$ cat src/rtl/cpu_axi_pkg.sv
// Shared definitions for the CPU AXI4-Lite initiator: FSM state encoding,
// AXI response codes and the read data returned on a watchdog timeout.
package cpu_axi_pkg;

  localparam logic [2:0] ST_IDLE  = 3'd0;
  localparam logic [2:0] ST_WRITE = 3'd1;
  localparam logic [2:0] ST_WRESP = 3'd2;
  localparam logic [2:0] ST_RADDR = 3'd3;
  localparam logic [2:0] ST_RDATA = 3'd4;
  localparam logic [2:0] ST_DONE  = 3'd5;

  typedef enum logic [2:0] {
    S_IDLE  = ST_IDLE,
    S_WRITE = ST_WRITE,
    S_WRESP = ST_WRESP,
    S_RADDR = ST_RADDR,
    S_RDATA = ST_RDATA,
    S_DONE  = ST_DONE
  } state_t;

  localparam logic [1:0] RESP_OKAY   = 2'b00;
  localparam logic [1:0] RESP_EXOKAY = 2'b01;
  localparam logic [1:0] RESP_SLVERR = 2'b10;
  localparam logic [1:0] RESP_DECERR = 2'b11;

  localparam logic [31:0] TIMEOUT_RDATA = 32'hDEAD_BEEF;

  // OKAY and EXOKAY are successes; SLVERR and DECERR are errors.
  function automatic logic resp_is_err(input logic [1:0] resp);
    return (resp == RESP_SLVERR) || (resp == RESP_DECERR);
  endfunction

endpackage

$ cat src/rtl/axi_watchdog_counter.sv
// Cycle counter bounding how long one AXI transaction may stay in flight.
// o_expired is high in the cycle whose increment reaches TIMEOUT_CYCLES.
module axi_watchdog_counter #(
  parameter int TIMEOUT_CYCLES = 1024
) (
  input  logic clk,
  input  logic rst,
  input  logic i_clear,
  input  logic i_enable,
  output logic o_expired
);

  localparam int CNT_W = $clog2(TIMEOUT_CYCLES + 1);
  localparam logic [CNT_W-1:0] LAST = CNT_W'(TIMEOUT_CYCLES - 1);

  logic [CNT_W-1:0] r_count;

  assign o_expired = i_enable && (r_count == LAST);

  // Count in-flight cycles; a new acceptance restarts the count.
  always_ff @(posedge clk) begin
    if (rst || i_clear) begin
      r_count <= '0;
    end else if (i_enable && !o_expired) begin
      r_count <= r_count + 1'b1;
    end
  end

endmodule

$ cat src/rtl/cpu_axi_master.sv
// AXI4-Lite initiator for the RISC-V load/store unit. One transaction in
// flight, all AXI outputs registered. Optional watchdog enabled by defining
// CPU_AXI_MASTER_TIMEOUT_EN; without it transactions wait indefinitely.
module cpu_axi_master
  import cpu_axi_pkg::*;
#(
  parameter int ADDR_W         = 32,
  parameter int TIMEOUT_CYCLES = 1024
) (
  input  logic              clk,
  input  logic              rst,
  input  logic              req_valid,
  output logic              req_ready,
  input  logic              req_we,
  input  logic [ADDR_W-1:0] req_addr,
  input  logic [31:0]       req_wdata,
  input  logic [3:0]        req_wstrb,
  output logic              resp_valid,
  output logic [31:0]       resp_rdata,
  output logic              resp_err,
  output logic              busy,
  output logic              timeout_flag,
  output logic [ADDR_W-1:0] M_AXI_AWADDR,
  output logic              M_AXI_AWVALID,
  input  logic              M_AXI_AWREADY,
  output logic [31:0]       M_AXI_WDATA,
  output logic [3:0]        M_AXI_WSTRB,
  output logic              M_AXI_WVALID,
  input  logic              M_AXI_WREADY,
  input  logic [1:0]        M_AXI_BRESP,
  input  logic              M_AXI_BVALID,
  output logic              M_AXI_BREADY,
  output logic [ADDR_W-1:0] M_AXI_ARADDR,
  output logic              M_AXI_ARVALID,
  input  logic              M_AXI_ARREADY,
  input  logic [31:0]       M_AXI_RDATA,
  input  logic [1:0]        M_AXI_RRESP,
  input  logic              M_AXI_RVALID,
  output logic              M_AXI_RREADY
);

  // Accesses are word aligned on the bus; low address bits are dropped.
  localparam logic [ADDR_W-1:0] ADDR_MASK = ~(ADDR_W'(3));

  state_t r_state;
  logic   w_accept;
  logic   w_aw_done;
  logic   w_w_done;
  logic   w_expired;

  assign w_accept  = (r_state == S_IDLE) && req_valid;
  // A channel is finished once its VALID is already low or handshakes now.
  assign w_aw_done = !M_AXI_AWVALID || M_AXI_AWREADY;
  assign w_w_done  = !M_AXI_WVALID  || M_AXI_WREADY;

`ifdef CPU_AXI_MASTER_TIMEOUT_EN
  logic w_wd_en;

  assign w_wd_en = (r_state == S_WRITE) || (r_state == S_WRESP) ||
                   (r_state == S_RADDR) || (r_state == S_RDATA);

  axi_watchdog_counter #(
    .TIMEOUT_CYCLES(TIMEOUT_CYCLES)
  ) u_watchdog (
    .clk      (clk),
    .rst      (rst),
    .i_clear  (w_accept),
    .i_enable (w_wd_en),
    .o_expired(w_expired)
  );
`else
  assign w_expired = 1'b0;
`endif

  // Handshake FSM driving every registered request-side and AXI output.
  always_ff @(posedge clk) begin
    if (rst) begin
      r_state       <= S_IDLE;
      req_ready     <= 1'b1;
      resp_valid    <= 1'b0;
      resp_rdata    <= '0;
      resp_err      <= 1'b0;
      busy          <= 1'b0;
      timeout_flag  <= 1'b0;
      M_AXI_AWADDR  <= '0;
      M_AXI_AWVALID <= 1'b0;
      M_AXI_WDATA   <= '0;
      M_AXI_WSTRB   <= '0;
      M_AXI_WVALID  <= 1'b0;
      M_AXI_BREADY  <= 1'b0;
      M_AXI_ARADDR  <= '0;
      M_AXI_ARVALID <= 1'b0;
      M_AXI_RREADY  <= 1'b0;
    end else begin
      resp_valid <= 1'b0;
      if (w_expired) begin
        M_AXI_AWVALID <= 1'b0;
        M_AXI_WVALID  <= 1'b0;
        M_AXI_BREADY  <= 1'b0;
        M_AXI_ARVALID <= 1'b0;
        M_AXI_RREADY  <= 1'b0;
        resp_err      <= 1'b1;
        resp_rdata    <= TIMEOUT_RDATA;
        timeout_flag  <= 1'b1;
        busy          <= 1'b0;
        resp_valid    <= 1'b1;
        r_state       <= S_DONE;
      end else begin
        case (r_state)
          S_IDLE: begin
            if (w_accept) begin
              req_ready   <= 1'b0;
              busy        <= 1'b1;
              M_AXI_WDATA <= req_wdata;
              M_AXI_WSTRB <= req_wstrb;
              if (req_we) begin
                M_AXI_AWADDR  <= req_addr & ADDR_MASK;
                M_AXI_AWVALID <= 1'b1;
                M_AXI_WVALID  <= 1'b1;
                r_state       <= S_WRITE;
              end else begin
                M_AXI_ARADDR  <= req_addr & ADDR_MASK;
                M_AXI_ARVALID <= 1'b1;
                r_state       <= S_RADDR;
              end
            end
          end
          S_WRITE: begin
            if (M_AXI_AWVALID && M_AXI_AWREADY) M_AXI_AWVALID <= 1'b0;
            if (M_AXI_WVALID && M_AXI_WREADY)   M_AXI_WVALID  <= 1'b0;
            if (w_aw_done && w_w_done) begin
              M_AXI_BREADY <= 1'b1;
              r_state      <= S_WRESP;
            end
          end
          S_WRESP: begin
            if (M_AXI_BVALID) begin
              resp_err     <= resp_is_err(M_AXI_BRESP);
              resp_rdata   <= '0;
              M_AXI_BREADY <= 1'b0;
              busy         <= 1'b0;
              resp_valid   <= 1'b1;
              r_state      <= S_DONE;
            end
          end
          S_RADDR: begin
            if (M_AXI_ARREADY) begin
              M_AXI_ARVALID <= 1'b0;
              M_AXI_RREADY  <= 1'b1;
              r_state       <= S_RDATA;
            end
          end
          S_RDATA: begin
            if (M_AXI_RVALID) begin
              resp_rdata   <= M_AXI_RDATA;
              resp_err     <= resp_is_err(M_AXI_RRESP);
              M_AXI_RREADY <= 1'b0;
              busy         <= 1'b0;
              resp_valid   <= 1'b1;
              r_state      <= S_DONE;
            end
          end
          S_DONE: begin
            req_ready <= 1'b1;
            r_state   <= S_IDLE;
          end
          default: begin
            req_ready <= 1'b1;
            r_state   <= S_IDLE;
          end
        endcase
      end
    end
  end

endmodule

$ cat config.mk
export PLATFORM = sky130hd
export DESIGN_NAME = cpu_axi_master
export DESIGN_NICKNAME = d
export VERILOG_FILES = /design/src/rtl/cpu_axi_pkg.sv /design/src/rtl/axi_watchdog_counter.sv /design/src/rtl/cpu_axi_master.sv
export SDC_FILE = /design/constraint.sdc
export NUM_CORES = 1
export LEC_CHECK = 0
export CORE_MARGIN = 5
export CORE_UTILIZATION = 41
export DETAILED_ROUTE_END_ITERATION = 16
export GPL_ROUTABILITY_DRIVEN = 0
export GPL_TIMING_DRIVEN = 0
export HOLD_SLACK_MARGIN = 0.1
export PLACE_DENSITY_LB_ADDON = 0.12
export SYNTH_ARGS = -nofsm -noshare
export SYNTH_HDL_FRONTEND = slang
export SYNTH_SLANG_ARGS = --single-unit
$ cat constraint.sdc
create_clock -name clk -period 2 [get_ports clk]
set_input_delay 0.4 -clock clk [delete_from_list [all_inputs] [get_ports clk]]
set_output_delay 0.4 -clock clk [all_outputs]
set_load 0.05 [all_outputs]
Yosys cells after proc, flatten, opt, wreduce, memory -nomap -nowiden:

Index checks and enable logic that the tools add are counted.

* register bits after elaboration: 140
* output and inout bits: 142
* bits of input ports: 113
* logic and storage cells: 100

* bitwise logic cells: 2
* muxes and demuxes: 36
* eq/ne operators: 17
* reduce and logical (&&, ||, !) cells: 30

Operator list (count)
* 32-bit two-way mux: 2
* 32-bit one-hot mux with 2 select lines: 1
* 2-bit != test, second input constant: 9
* 1-bit two-way mux: 17
* 1-bit one-hot mux with 2 select lines: 8
* 4-bit AND reduction: 4
* 3-bit two-way mux: 5
* 3-bit one-hot mux with 5 select lines: 1
* 3-bit AND reduction: 5
* 2-bit nonzero test: 5
* 2-bit equality test, second input constant: 4
* 3-bit by 2-bit equality test with 1-bit output, second input constant: 2
* 5-bit AND reduction: 1
* 1-bit logical AND: 4
* 1-bit logical OR: 4
* 2-bit AND reduction: 2
* 4-bit OR reduction: 1
* 3-bit by 1-bit equality test with 1-bit output, second input constant: 1
* 3-bit equality test, second input constant: 1
* 3-bit zero test: 1
* 1-bit one-hot mux with 3 select lines: 1
* 3-bit nonzero test: 1
* 1-bit zero test: 2
* 2-bit two-way mux: 1
* 1-bit inverter: 2

Depth between registers and ports, before layout:

* depth after elaboration: 5
* gate-level depth with buffers: 7
* depth with buffers taken out: 3

Least setup slack after synthesis:

No wires, ideal clock.

* path type: register -> register
* start: register r_state[1]
* end: register M_AXI_WDATA[22]
* data required time: 1.857 ns
* buffers on the path: 4
* slack: 0.419 ns
* period minus slack after synthesis: 1.581 ns
* setup time: 0.143 ns
* arrival: 1.437 ns
* stages on the path, launching flop included: 8
* path through: dfxtp_1 -> buf_2 -> or4b_1 -> buf_4 -> buf_6 -> buf_6 -> nand2_2 -> a21oi_2

* cells in the longest elaborated chain, start to end: 3

RTL lines
* start: declaration: line cpu_axi_master.sv:45 `state_t r_state;`
* start signal: assignment: line cpu_axi_master.sv:78 `r_state <= S_IDLE;`
* start signal: assignment: line cpu_axi_master.sv:107 `r_state <= S_DONE;`
* start signal: assignment: line cpu_axi_master.sv:120 `r_state <= S_WRITE;`
* 3-bit zero test *: line cpu_axi_master.sv:51, cpu_axi_master.sv:109
* 1-bit logical AND: line cpu_axi_master.sv:51 `assign w_accept = (r_state == S_IDLE) && req_valid;`
* 2-bit AND reduction (no line) *
* end signal: assignment: line cpu_axi_master.sv:114 `M_AXI_WDATA <= req_wdata;`
* end: declaration: line cpu_axi_master.sv:26 `output logic [31:0] M_AXI_WDATA,`

Every way passes the cells marked *; elsewhere a longest branch is shown, timed or not.
A chain may end at the register's enable or synchronous reset.

Worst setup path after layout:

* start: register M_AXI_ARADDR[31]
* end: output M_AXI_ARADDR[31]

RTL lines
* start: declaration: line cpu_axi_master.sv:33 `output logic [ADDR_W-1:0] M_AXI_ARADDR,`
* start signal: assignment: line cpu_axi_master.sv:122 `M_AXI_ARADDR <= req_addr & ADDR_MASK;`

No word-level cell between the ends.

==> summary.txt <==
SYNTHESIS
----------------------------------------------------------------------------------------------------
Sequential fraction of the synthesis area                                                     51.45%
Synthesis Warnings                                                                                 0
Netlist area before placement                                                               5448 µm²
Total of flip-flops plus latches after synthesis                                                 140
Simple-gate share of the synthesized area                                                     19.48%
Area share of xor/xnor cells in the synthesized design                                            0%
Compound-Gate Fraction of Synth Area                                                          21.13%
Number of distinct library cells after synthesis                                                  41
Adder-cell area share of the yosys netlist                                                        0%
Most frequently used flop master after synthesis                                        sky130_fd_sc_hd__dfxtp_1
Average cell area after synthesis                                                          8.394 µm²
Number of synthesized flops with an enable pin                                                     0
Mux share of post-synthesis cell area                                                        0.5972%
Dominant combinational cell family by area after synthesis                              compound AO/OA/AOI/OAI gates
Cell count after synthesis                                                                       649
Ys async rst share                                                                                0%

CLOCK NETWORK
----------------------------------------------------------------------------------------------------
Clock tree from TritonCTS                                                                        yes
Bufs on Longest Clock Path                                                                         2
Clk_lat worst skew                                                                           0.42 ns
Clock-pin slew reported for the worst setup and hold paths after clock tree synthesis        0.05 ns
Count of H-tree levels built during CTS                                                            4
Post-CTS setup buffer count                                                                        0
TritonCTS buffer count                                                                            17
Clock root buffer                                                                       sky130_fd_sc_hd__clkbuf_16
Cts-stage hold buffer count                                                                        0
Sinks on the clock net                                                                           140

TIMING
----------------------------------------------------------------------------------------------------
Count of pins over their slew limit                                                                0
Worst hold slack                                                                           0.4544 ns
Slew at the pin closest to its max-slew limit                                              0.7038 ns
Relative slew margins                                                                         53.08%
Total count of hold-check failures in the final report                                             0
Max frequency                                                                              505.9 MHz
Ratio of final minimum period to clock period                                                 98.84%
Post-layout minimum cycle time                                                              1.977 ns
Final setup fails                                                                                  0
Skew final                                                                               0.003646 ns

LAYOUT
----------------------------------------------------------------------------------------------------
Number of filler cells placed in the layout                                                     1109
Summed area of non-filler cells in the final layout                                         8805 µm²
Fin nets                                                                                        1029
Antenna diode instance count                                                                       0
Area added between synthesis and finish                                                       61.62%
Share of cells above drive strength 1                                                         10.76%

ROUTING
----------------------------------------------------------------------------------------------------
Vias                                                                                            5675
Number of detailed-routing iterations run before antenna repair                                    5
Antenna Violating Nets Remaining                                                                   0
Count of unresolved DRC violations after routing                                                   0
Ratio of routed vias to standard cells                                                         5.136
Number of DRC markers after the initial detailed-route iteration                                 278
Drt wl/cell                                                                                 17.01 µm
Total Routed Length                                                                         18800 µm

CRITICAL PATH
----------------------------------------------------------------------------------------------------
Cell family with most CP delay                                                          buffers and inverters
Buf/Inv on CP                                                                                      1
Arrival time of the worst setup path                                                         1.58 ns
Crit-path max FO                                                                                   2
Critical setup path kind                                                                  reg -> out
Delay of the slowest cell on the worst path                                                  0.84 ns
Cell breakdown of the critical path                                                     clkdlybuf4s50_1
Endpoint class of the critical path                                                       output pin
Required @ worst endpoint                                                                    1.60 ns
Startpoint type of the worst setup path                                                    flip-flop
Cell at the slowest stage of the critical path                                          sky130_fd_sc_hd__clkdlybuf4s50_1

DIE
----------------------------------------------------------------------------------------------------
Die Ht                                                                                      125.3 µm
Total I/O pin count                                                                              255
Area of the placeable core                                                                 13140 µm²
Site row count                                                                                    42
Starting density of the core                                                                  41.47%
Width of the die                                                                            125.3 µm
Total die area                                                                             15690 µm²

GLOBAL ROUTE
----------------------------------------------------------------------------------------------------
Largest net degree at the start of global routing                                                 17
All-layer global routing usage                                                                22.96%
First-pass GRT wire length                                                                  29030 µm
Antenna violations before repair                                                                   0
Grt total ovfl                                                                                     0
Number of global-route vias before repair                                                       5641

PLACED DESIGN
----------------------------------------------------------------------------------------------------
Buffers added on ports                                                                           244
Cell area reported after detailed placement                                                 8125 µm²
Post-DP HPWL                                                                                14180 µm

POWER
----------------------------------------------------------------------------------------------------
LEAKAGE                                                                                     4.003 nW
Areal power density over the cells                                                       1027 nW/µm²
Max IR drop VDD                                                                          0.0004647 V

RUN
----------------------------------------------------------------------------------------------------
Max capacitance violation total                                                                    0

OUTCOME
----------------------------------------------------------------------------------------------------
Run status                                                                              complete, no violations

MIN PATH
----------------------------------------------------------------------------------------------------
Hold crit path type                                                                       reg -> reg

worst paths after layout:
path,start,to,slack [ns],cells after the start
setup / recovery,M_AXI_ARADDR[31],M_AXI_ARADDR[31],0.02,1
hold / removal,M_AXI_WDATA[4],M_AXI_WDATA[4],0.45,2
setup reg to reg,r_state[2],M_AXI_WVALID,0.21,4
hold reg to reg,M_AXI_WDATA[4],M_AXI_WDATA[4],0.45,2
metal layers:
| metal | track usage [%] | part of all wire (%) |
|---|---|---|
| met5 | 0 | 0 |
| met4 | 9.247 | 2.2 |
| met3 | 8.273 | 8.1 |
| met2 | 38.53 | 50 |
| met1 | 26.74 | 40 |
flip-flops by register name, summed over array words and instances (netlist names), 3 cells and up:
register	flops
M_AXI_AWADDR	30
resp_rdata	32
M_AXI_WSTRB	4
M_AXI_WDATA	32
M_AXI_ARADDR	30
r_state	3
metrics by stage:
stage / TNS, ns / worst slack [ns] / utilization [%] / power (mW) / std cells
after floorplan: 0 / 0.4194 / - / 5.034 / 653
after global placement: -22.45 / -0.2756 / 61.85 / 5.990 / 1073
after detailed placement: -26.06 / -0.3239 / 61.85 / 6.042 / 1073
after CTS: 0 / 0.0004428 / 66.09 / 9.111 / 1105
after global routing: -0.009073 / -0.008344 / 67.02 / 9.420 / 1105
final: 0 / 0.02315 / 67.02 / 9.046 / 1105
report_power, final:
| group | internal [mW] | leakage, nW | total [mW] | switching [mW] |
|---|---|---|---|---|
| registers | 3.05 | 1.14 | 3.19 | 0.143 |
| logic | 0.940 | 2.57 | 2.73 | 1.79 |
| clock network | 1.99 | 0.297 | 3.12 | 1.13 |
what timing repair did:
item,CTS,global route
resized for setup,27,49
setup endpoints to repair,27,49
hold endpoints to repair,0,0
worst reg2reg max path: stages, from the launching register on:
cell                       delay (ns)
sky130_fd_sc_hd__dfxtp_1         0.38
sky130_fd_sc_hd__nor4b_4         0.56
sky130_fd_sc_hd__clkbuf_1        0.46
sky130_fd_sc_hd__nand2_1         0.18
sky130_fd_sc_hd__a21oi_1         0.15
cell type report:
| cell class | count | area [µm²] | area share (%) |
|---|---|---|---|
| Tap cell | 176 | 220.2 | 2.501 |
| Buffer | 70 | 370.4 | 4.206 |
| Inverter | 7 | 26.28 | 0.2984 |
| Timing Repair Buffer | 244 | 2531 | 28.75 |
| Sequential cell | 140 | 2803 | 31.83 |
| Clock buffer | 25 | 505.5 | 5.741 |
| Clock inverter | 7 | 85.08 | 0.9663 |
| Multi-Input combinational cell | 436 | 2263 | 25.71 |
cell families (layout without fill, tap and decap cells):
logic type             after synthesis  in the layout
AOI/OAI and AO/OA                  208            208
buffers and inverters               77            353
muxes                                3              3
other                                1              5
DFF                                140            140
and+or+nand+nor                    220            220
layout by cell type, fill, tap and decap left out, drive strengths merged, types with 3 or more instances in the layout:
cell	instances
a21oi	132
buf	30
clkbuf	65
clkdlybuf4s50	168
clkinv	5
conb	5
dfxtp	140
dlygate4sd2	27
dlymetal6s2s	49
inv	7
nand2	111
nand3	92
nor3	3
o21ai	64
cell usage after synthesis, types with 3 or more instances:
cell	count	area, µm²
sky130_fd_sc_hd__buf_2	11	55.05
sky130_fd_sc_hd__inv_1	7	26.28
sky130_fd_sc_hd__dfxtp_1	140	2803
sky130_fd_sc_hd__buf_6	8	90.09
sky130_fd_sc_hd__a21oi_2	19	166.4
sky130_fd_sc_hd__nand2_1	92	345.3
sky130_fd_sc_hd__a21oi_1	113	565.5
sky130_fd_sc_hd__nand3_1	92	460.4
sky130_fd_sc_hd__nor3_1	3	15.01
sky130_fd_sc_hd__buf_4	9	67.56
sky130_fd_sc_hd__clkbuf_1	40	150.1
sky130_fd_sc_hd__nand2_2	19	118.9
sky130_fd_sc_hd__o21ai_0	43	215.2
sky130_fd_sc_hd__o21ai_1	20	100.1
Power figures use the tool's default switching activity.
